`config.mk`:
```
export PLATFORM = sky130hd
export DESIGN_NAME = spi_flash_burst_reader
export DESIGN_NICKNAME = d
export VERILOG_FILES = /design/src/rtl/spi_flash_burst_reader.sv
export SDC_FILE = /design/constraint.sdc
export NUM_CORES = 1
export LEC_CHECK = 0
export BUFFER_PORTS_ARGS = -buffer_cell sky130_fd_sc_hd__buf_2
export CAP_MARGIN = 20
export CORE_MARGIN = 3
export CORE_UTILIZATION = 30
export CTS_BUF_LIST = sky130_fd_sc_hd__clkbuf_16
export DETAILED_ROUTE_END_ITERATION = 8
export GPL_TIMING_DRIVEN = 0
export SLEW_MARGIN = 20
export SYNTH_ARGS = -nofsm -noshare
export SYNTH_HDL_FRONTEND = slang
export SYNTH_SLANG_ARGS = --single-unit
```
`constraint.sdc`:
```
create_clock -name clk_i -period 2.4 [get_ports clk_i]
set_clock_uncertainty 0.15 [all_clocks]
set_input_delay 0.24 -clock clk_i [delete_from_list [all_inputs] [get_ports clk_i]]
set_output_delay 0.24 -clock clk_i [all_outputs]
set_load 0.005 [all_outputs]
```
`src/rtl/spi_flash_burst_reader.sv`:
```
// ---------------------------------------------------------------------------
// spi_flash_burst_reader
//   Reads BURST_BYTES from a 24-bit flash address (SPI mode 0) on a start
//   pulse and streams the bytes out over a valid/ready byte interface.
//   Backpressure stalls SCK low ahead of the final rising edge of a byte, so
//   a completed byte is never overwritten before it is accepted.
//
//   Optional feature macro: SPI_FAST_READ_EN
//     defined   -> command 0x0B followed by 8 dummy SCK cycles
//     undefined -> command 0x03, no dummy cycles
//
// Ports
//   clk_i          system clock
//   rst_n_i        synchronous reset, active low
//   start_i        1-cycle burst request, honoured only while ready_o=1
//   start_addr_i   first byte address, captured with start_i
//   ready_o        idle and able to accept start_i
//   next_addr_o    start_addr + BURST_BYTES (mod 2^24), updated at burst end
//   out_data_o     received byte (MSB first)
//   out_valid_o    out_data_o valid, held until out_ready_i
//   out_ready_i    consumer accepts byte when out_valid_o && out_ready_i
//   out_last_o     marks the final byte of the burst
//   flash_clk_o    SPI SCK, idles low
//   flash_mosi_o   SPI MOSI
//   flash_miso_i   SPI MISO
//   flash_cs_n_o   SPI chip select, active low
// ---------------------------------------------------------------------------
module spi_flash_burst_reader #(
   parameter int STARTUP_WAIT = 10000000,
   parameter int CLK_DIV      = 1,
   parameter int BURST_BYTES  = 32
) (
   input  logic        clk_i,
   input  logic        rst_n_i,
   input  logic        start_i,
   input  logic [23:0] start_addr_i,
   output logic        ready_o,
   output logic [23:0] next_addr_o,
   output logic [7:0]  out_data_o,
   output logic        out_valid_o,
   input  logic        out_ready_i,
   output logic        out_last_o,
   output logic        flash_clk_o,
   output logic        flash_mosi_o,
   input  logic        flash_miso_i,
   output logic        flash_cs_n_o
);

`ifdef SPI_FAST_READ_EN
   localparam logic [7:0] CMD = 8'h0B;
`else
   localparam logic [7:0] CMD = 8'h03;
`endif

   localparam int INIT_W = (STARTUP_WAIT > 1) ? $clog2(STARTUP_WAIT) : 1;
   localparam int DIV_W  = $clog2(2*CLK_DIV);
   localparam int BYTE_W = (BURST_BYTES > 1) ? $clog2(BURST_BYTES) : 1;

   localparam logic [INIT_W-1:0] INIT_LAST = INIT_W'((STARTUP_WAIT > 0) ? STARTUP_WAIT-1 : 0);
   localparam logic [DIV_W-1:0]  DIV_LAST  = DIV_W'(CLK_DIV-1);
   localparam logic [DIV_W-1:0]  HOLD_LAST = DIV_W'(2*CLK_DIV-1);
   localparam logic [BYTE_W-1:0] BYTE_LAST = BYTE_W'(BURST_BYTES-1);

   typedef enum logic [2:0] {
      S_INIT, S_IDLE, S_CMD, S_ADDR, S_DUMMY, S_DATA, S_DONE
   } state_t;

`ifdef SPI_FAST_READ_EN
   localparam state_t AFTER_ADDR = S_DUMMY;
`else
   localparam state_t AFTER_ADDR = S_DATA;
`endif

   state_t             state_q, state_d;
   logic [INIT_W-1:0]  init_cnt_q, init_cnt_d;
   logic [DIV_W-1:0]   div_q, div_d;
   logic               sck_q, sck_d;
   logic               cs_n_q, cs_n_d;
   logic [31:0]        tx_q, tx_d;       // {cmd, addr}; bit 31 drives MOSI
   logic [6:0]         rx_q, rx_d;       // first 7 bits of the byte in flight
   logic [4:0]         bit_q, bit_d;
   logic [BYTE_W-1:0]  byte_q, byte_d;
   logic [23:0]        addr_q, addr_d;
   logic [23:0]        next_addr_q, next_addr_d;
   logic [7:0]         data_q, data_d;
   logic               valid_q, valid_d;
   logic               last_q, last_d;
   logic               hold_q, hold_d;   // DONE: last byte gone, CS high timing
   logic               tick, stall;

   always_comb begin
      state_d     = state_q;
      init_cnt_d  = init_cnt_q;
      div_d       = div_q;
      sck_d       = sck_q;
      cs_n_d      = cs_n_q;
      tx_d        = tx_q;
      rx_d        = rx_q;
      bit_d       = bit_q;
      byte_d      = byte_q;
      addr_d      = addr_q;
      next_addr_d = next_addr_q;
      data_d      = data_q;
      valid_d     = valid_q;
      last_d      = last_q;
      hold_d      = hold_q;
      tick        = (div_q == DIV_LAST);
      // Hold SCK low before the byte-completing rising edge while the
      // previous byte is still waiting for the consumer.
      stall       = !sck_q && (bit_q[2:0] == 3'd7) && valid_q && !out_ready_i;

      // Consumer handshake; a byte completing this cycle overrides below.
      if (valid_q && out_ready_i) begin
         valid_d = 1'b0;
         last_d  = 1'b0;
      end

      case (state_q)
         S_INIT: begin
            if (init_cnt_q == INIT_LAST) state_d = S_IDLE;
            else                         init_cnt_d = init_cnt_q + INIT_W'(1);
         end
         S_IDLE: begin
            if (start_i) begin
               addr_d  = start_addr_i;
               tx_d    = {CMD, start_addr_i};
               cs_n_d  = 1'b0;
               sck_d   = 1'b0;
               div_d   = '0;
               bit_d   = '0;
               byte_d  = '0;
               state_d = S_CMD;
            end
         end
         S_CMD, S_ADDR, S_DUMMY: begin
            if (tick) begin
               div_d = '0;
               sck_d = ~sck_q;
               if (sck_q) begin
                  // Falling edge ends a bit; MOSI advances while SCK goes low.
                  bit_d = bit_q + 5'd1;
                  tx_d  = {tx_q[30:0], 1'b0};
                  if (state_q == S_CMD && bit_q == 5'd7) begin
                     state_d = S_ADDR;
                  end else if (state_q == S_ADDR && bit_q == 5'd31) begin
                     bit_d   = '0;
                     state_d = AFTER_ADDR;
                  end else if (state_q == S_DUMMY && bit_q == 5'd7) begin
                     bit_d   = '0;
                     state_d = S_DATA;
                  end
               end
            end else begin
               div_d = div_q + DIV_W'(1);
            end
         end
         S_DATA: begin
            if (!tick) begin
               div_d = div_q + DIV_W'(1);
            end else if (!stall) begin
               div_d = '0;
               sck_d = ~sck_q;
               if (!sck_q) begin
                  rx_d = {rx_q[5:0], flash_miso_i};
                  if (bit_q[2:0] == 3'd7) begin
                     data_d  = {rx_q, flash_miso_i};
                     valid_d = 1'b1;
                     byte_d  = byte_q + BYTE_W'(1);
                     if (byte_q == BYTE_LAST) begin
                        // Final byte: no further SCK edges, wait for accept.
                        last_d  = 1'b1;
                        div_d   = '0;
                        hold_d  = 1'b0;
                        state_d = S_DONE;
                     end
                  end
               end else begin
                  bit_d = bit_q + 5'd1;
               end
            end
         end
         S_DONE: begin
            if (!hold_q) begin
               if (!valid_q || out_ready_i) begin
                  cs_n_d      = 1'b1;
                  sck_d       = 1'b0;
                  next_addr_d = addr_q + 24'(BURST_BYTES);
                  hold_d      = 1'b1;
                  div_d       = '0;
               end
            end else if (div_q == HOLD_LAST) begin
               hold_d  = 1'b0;
               div_d   = '0;
               state_d = S_IDLE;
            end else begin
               div_d = div_q + DIV_W'(1);
            end
         end
         default: state_d = S_INIT;
      endcase
   end

   always_ff @(posedge clk_i) begin
      if (!rst_n_i) begin
         state_q     <= S_INIT;
         init_cnt_q  <= '0;
         div_q       <= '0;
         sck_q       <= 1'b0;
         cs_n_q      <= 1'b1;
         tx_q        <= '0;
         rx_q        <= '0;
         bit_q       <= '0;
         byte_q      <= '0;
         addr_q      <= '0;
         next_addr_q <= '0;
         data_q      <= '0;
         valid_q     <= 1'b0;
         last_q      <= 1'b0;
         hold_q      <= 1'b0;
      end else begin
         state_q     <= state_d;
         init_cnt_q  <= init_cnt_d;
         div_q       <= div_d;
         sck_q       <= sck_d;
         cs_n_q      <= cs_n_d;
         tx_q        <= tx_d;
         rx_q        <= rx_d;
         bit_q       <= bit_d;
         byte_q      <= byte_d;
         addr_q      <= addr_d;
         next_addr_q <= next_addr_d;
         data_q      <= data_d;
         valid_q     <= valid_d;
         last_q      <= last_d;
         hold_q      <= hold_d;
      end
   end

   assign ready_o      = (state_q == S_IDLE);
   assign next_addr_o  = next_addr_q;
   assign out_data_o   = data_q;
   assign out_valid_o  = valid_q;
   assign out_last_o   = last_q;
   assign flash_clk_o  = sck_q;
   assign flash_mosi_o = tx_q[31];
   assign flash_cs_n_o = cs_n_q;

endmodule

```
==> summary.txt <==
Outcome
  • Outcome: completed

Die
  • Row count: 51
  • Core area: 0.0198 mm²
  • IO Count: 67
  • Initial Util: 0.310
  • Die Ht: 149 µm
  • Die area: 0.0222 mm²
  • Die width: 149 µm

Timing
  • Post-layout min period: 2290 ps
  • Worst slew margin: 0.583
  • Final period util: 0.954
  • FMAX: 0.437 GHz
  • Final setup viols: 0
  • Actual slew at the worst max-slew pin: 625 ps
  • Final Max Tran Viols: 0
  • RSZ-0062 raised after global routing: true
  • Min setup slack post-route: 111 ps
  • Aggregate negative setup slack: 0 ps
  • Final Hold Viols: 0

Power
  • Max VDD drop: 0.619 mV
  • LEAKAGE: 0.00306 µW
  • Total power: 7560 µW
  • PwrDens: 960 mW/mm²

Layout
  • # diodes: 0
  • Layout area overhead: 28.7%
  • Commonest non-fill, non-tap cells in the layout: dfxtp_1 (135), nand2_1 (101), nor2_1 (85), a21oi_1 (72), buf_2 (71)
  • # fillers: 2070
  • Most common cell after layout, fill and taps aside: dfxtp_1
  • Share of cells above drive strength 1: 0.184
  • Final #Nets: 872

Yosys
  • Post-Syn Area: 0.00612 mm²
  • Yosys warnings: 0
  • Ys async rst share: 0
  • Syn_area_per_cell: 8.51 µm²
  • Sequential share of the synthesized area: 0.451
  • Post-synth EDFFs: 0
  • Syn nets: 757
  • Yosys top cell by area: dfxtp_1
  • Dominant synthesized flop cell: dfxtp_1
  • Synth cell types: 59
  • Synth Instances: 720
  • Ranking of synthesized cells by area: dfxtp_1 (45%), nand2_1 (6.3%), a21oi_1 (6.0%), mux2i_1 (5.4%), nor2_1 (5.3%)
  • #FFs+latches synth: 138
  • Post-synth top area share: 0.451

Critical path
  • Worst Path Required: 2600 ps
  • Kind of critical path: reg -> reg
  • Worst reg2reg path endpoint: state_q[0]$_SDFFE_PN0P_
  • CP endpoint kind: flip-flop
  • CP most frequent cell: buf_4
  • Flop2flop setup slack: 110 ps
  • Worst-path maximum fanout: 10
  • CP max stage cell: a311oi_2
  • Critical Path Start Type: flip-flop
  • R2R cell count: 10
  • Arr. time, crit path: 2490 ps
  • Crit-path max cell delay: 380 ps
  • Reg-to-reg critical path startpoint: state_q[2]$_SDFFE_PN0P_
  • Crit-path cells: clkbuf_8, inv_1, ha_4, nor2_4, buf_4, o221ai_2, a311oi_2, buf_4, a21oi_1, nor3_1

Worst hold path
  • Hold Startpoint: rst_n_i
  • Worst hold endpoint: state_q[2]$_SDFFE_PN0P_
  • Hold Path Class: in -> reg
  • Hold path depth: 4

Clocking
  • CTS Buf Count: 17
  • Root buffer cell: clkbuf_16
  • CTS HTree Levels: 4
  • Worst-path clk slew: 60 ps
  • Worst-Skew Late Latency: 430 ps
  • CTS Buffer Depth: 2
  • CTS sink count: 138
  • CTS tree: built

Run
  • Max-cap check violation count: 0

Global routing
  • Initial antenna violation count: 0
  • Largest net degree at the start of global routing: 20
  • Total track usage: 0.149
  • First-pass GRT wire length: 26.2 mm
  • Gr ovfl total: 0
  • Vias in the first global route: 5150

Detailed routing
  • Antenna viol nets, final: 0
  • DR pass1 iterations: 5
  • Via count: 5371
  • DRC errors left: 0
  • Post-DR wirelength/cell: 14.3 µm
  • First DRT Iteration DRCs: 292
  • Final WL: 15.9 mm
  • Via density: 4.83

Placed design
  • Gp weighted congestion: 0.833
  • Dpl hpwl: 11.2 mm
  • DP Worst Slack: -563 ps
  • Port buffer count: 66
-- cells by family (layout without fill, tap and decap cells) --
kind of cell / after synthesis / count (layout) / share of synthesized area
and+or+nand+nor: 298 / 298 / 0.234
AOI/OAI and AO/OA: 154 / 154 / 0.157
DFF: 138 / 138 / 0.451
buffers and inverters: 53 / 181 / 0.0358
xor gates and xnor gates: 35 / 35 / 0.0501
muxes: 34 / 34 / 0.0558
adders and majority gates: 8 / 8 / 0.0163
-- sequential cells by signal (all words and copies together), names as in the netlist --
register,cells
addr_q,24
bit_q,5
byte_q,5
div_q,1
flash_clk_o,1
flash_cs_n_o,1
hold_q,1
init_cnt_q,24
next_addr_o,24
out_data_o,8
out_last_o,1
out_valid_o,1
rx_q,7
state_q,3
tx_q,32
-- how the worst max path moves through the flow --
stage / from / end / cells past startpoint
6_report: state_q[2]$_SDFFE_PN0P_ / state_q[0]$_SDFFE_PN0P_ / 10
5_1_grt: state_q[2]$_SDFFE_PN0P_ / state_q[0]$_SDFFE_PN0P_ / 10
4_1_cts: bit_q[0]$_SDFFE_PN0P_ / state_q[1]$_SDFFE_PN0P_ / 8
3_5_place_dp: state_q[2]$_SDFFE_PN0P_ / tx_q[16]$_SDFFE_PN0P_ / 10
3_3_place_gp: state_q[2]$_SDFFE_PN0P_ / tx_q[8]$_SDFFE_PN0P_ / 10
2_1_floorplan: state_q[2]$_SDFFE_PN0P_ / tx_q[10]$_SDFFE_PN0P_ / 10
-- cell usage after synthesis (4+ instances only) --
library cell  number
a21oi_1           74
inv_1             11
nor3b_1            4
o21ai_0           20
a22oi_1            6
nand2b_1           8
clkbuf_1          33
a211oi_1          31
nand2_1          103
mux2i_1           33
and4_1             5
nor3_1             9
nand4_1           13
nor2b_1            4
and3_1            11
dfxtp_1          138
xnor2_1           15
xor2_1            20
ha_1               8
nor2_1            86
buf_2              7
nand3_1           29
-- worst max-delay path: cells and delay by family, from the launching register on --
| family | cells | cell delay (ps) |
|---|---|---|
| buffers and inverters | 4 | 600 |
| adders and majority gates | 1 | 230 |
| and+or+nand+nor | 2 | 300 |
| DFF | 1 | 370 |
| AOI/OAI and AO/OA | 3 | 560 |
-- layout make-up --
class | instances | area [µm²] | share of cell area
Multi-Input combinational cell | 529 | 3250 | 0.413
Sequential cell | 138 | 2770 | 0.351
Timing Repair Buffer | 99 | 643 | 0.0816
Clock buffer | 17 | 425 | 0.0540
Tap cell | 265 | 332 | 0.0421
Clock inverter | 15 | 223 | 0.0283
Buffer | 39 | 194 | 0.0246
Inverter | 11 | 41.3 | 0.00524
-- per-layer routing --
metal  part of all wire  wire, µm  track usage
met3              0.033       528       0.0307
met2               0.46      7390        0.236
met4              0.016       255       0.0554
met5                  0         0            0
met1               0.49      7770        0.200
-- where the power goes --
group | switching, µW | leakage, µW | internal (µW)
Clock | 1050 | 0.000309 | 1840
Sequential | 170 | 0.00112 | 2520
Combinational | 1140 | 0.00164 | 841
Total | 2360 | 0.00306 | 5210
-- what timing repair did --
| action | CTS | global route |
|---|---|---|
| buffers inserted | 5 | 2 |
| hold buffers | 26 | 0 |
| setup endpoints to repair | 61 | 80 |
| resized for setup | 17 | 29 |
| hold endpoints to repair | 28 | 0 |
| pin swaps | 2 | 2 |
-- stage by stage --
step	utilization	std cells	area (µm²)	hold slack (ps)
4_1_cts	0.393	1111	7780	137
3_3_place_gp	0.343	1051	6790	293
6_report	0.398	1113	7880	138
3_5_place_dp	0.344	1051	6800	295
2_1_floorplan	-	720	6130	226
5_1_grt	0.398	1113	7880	169
Note: power is estimated with default switching activity, not from simulation.
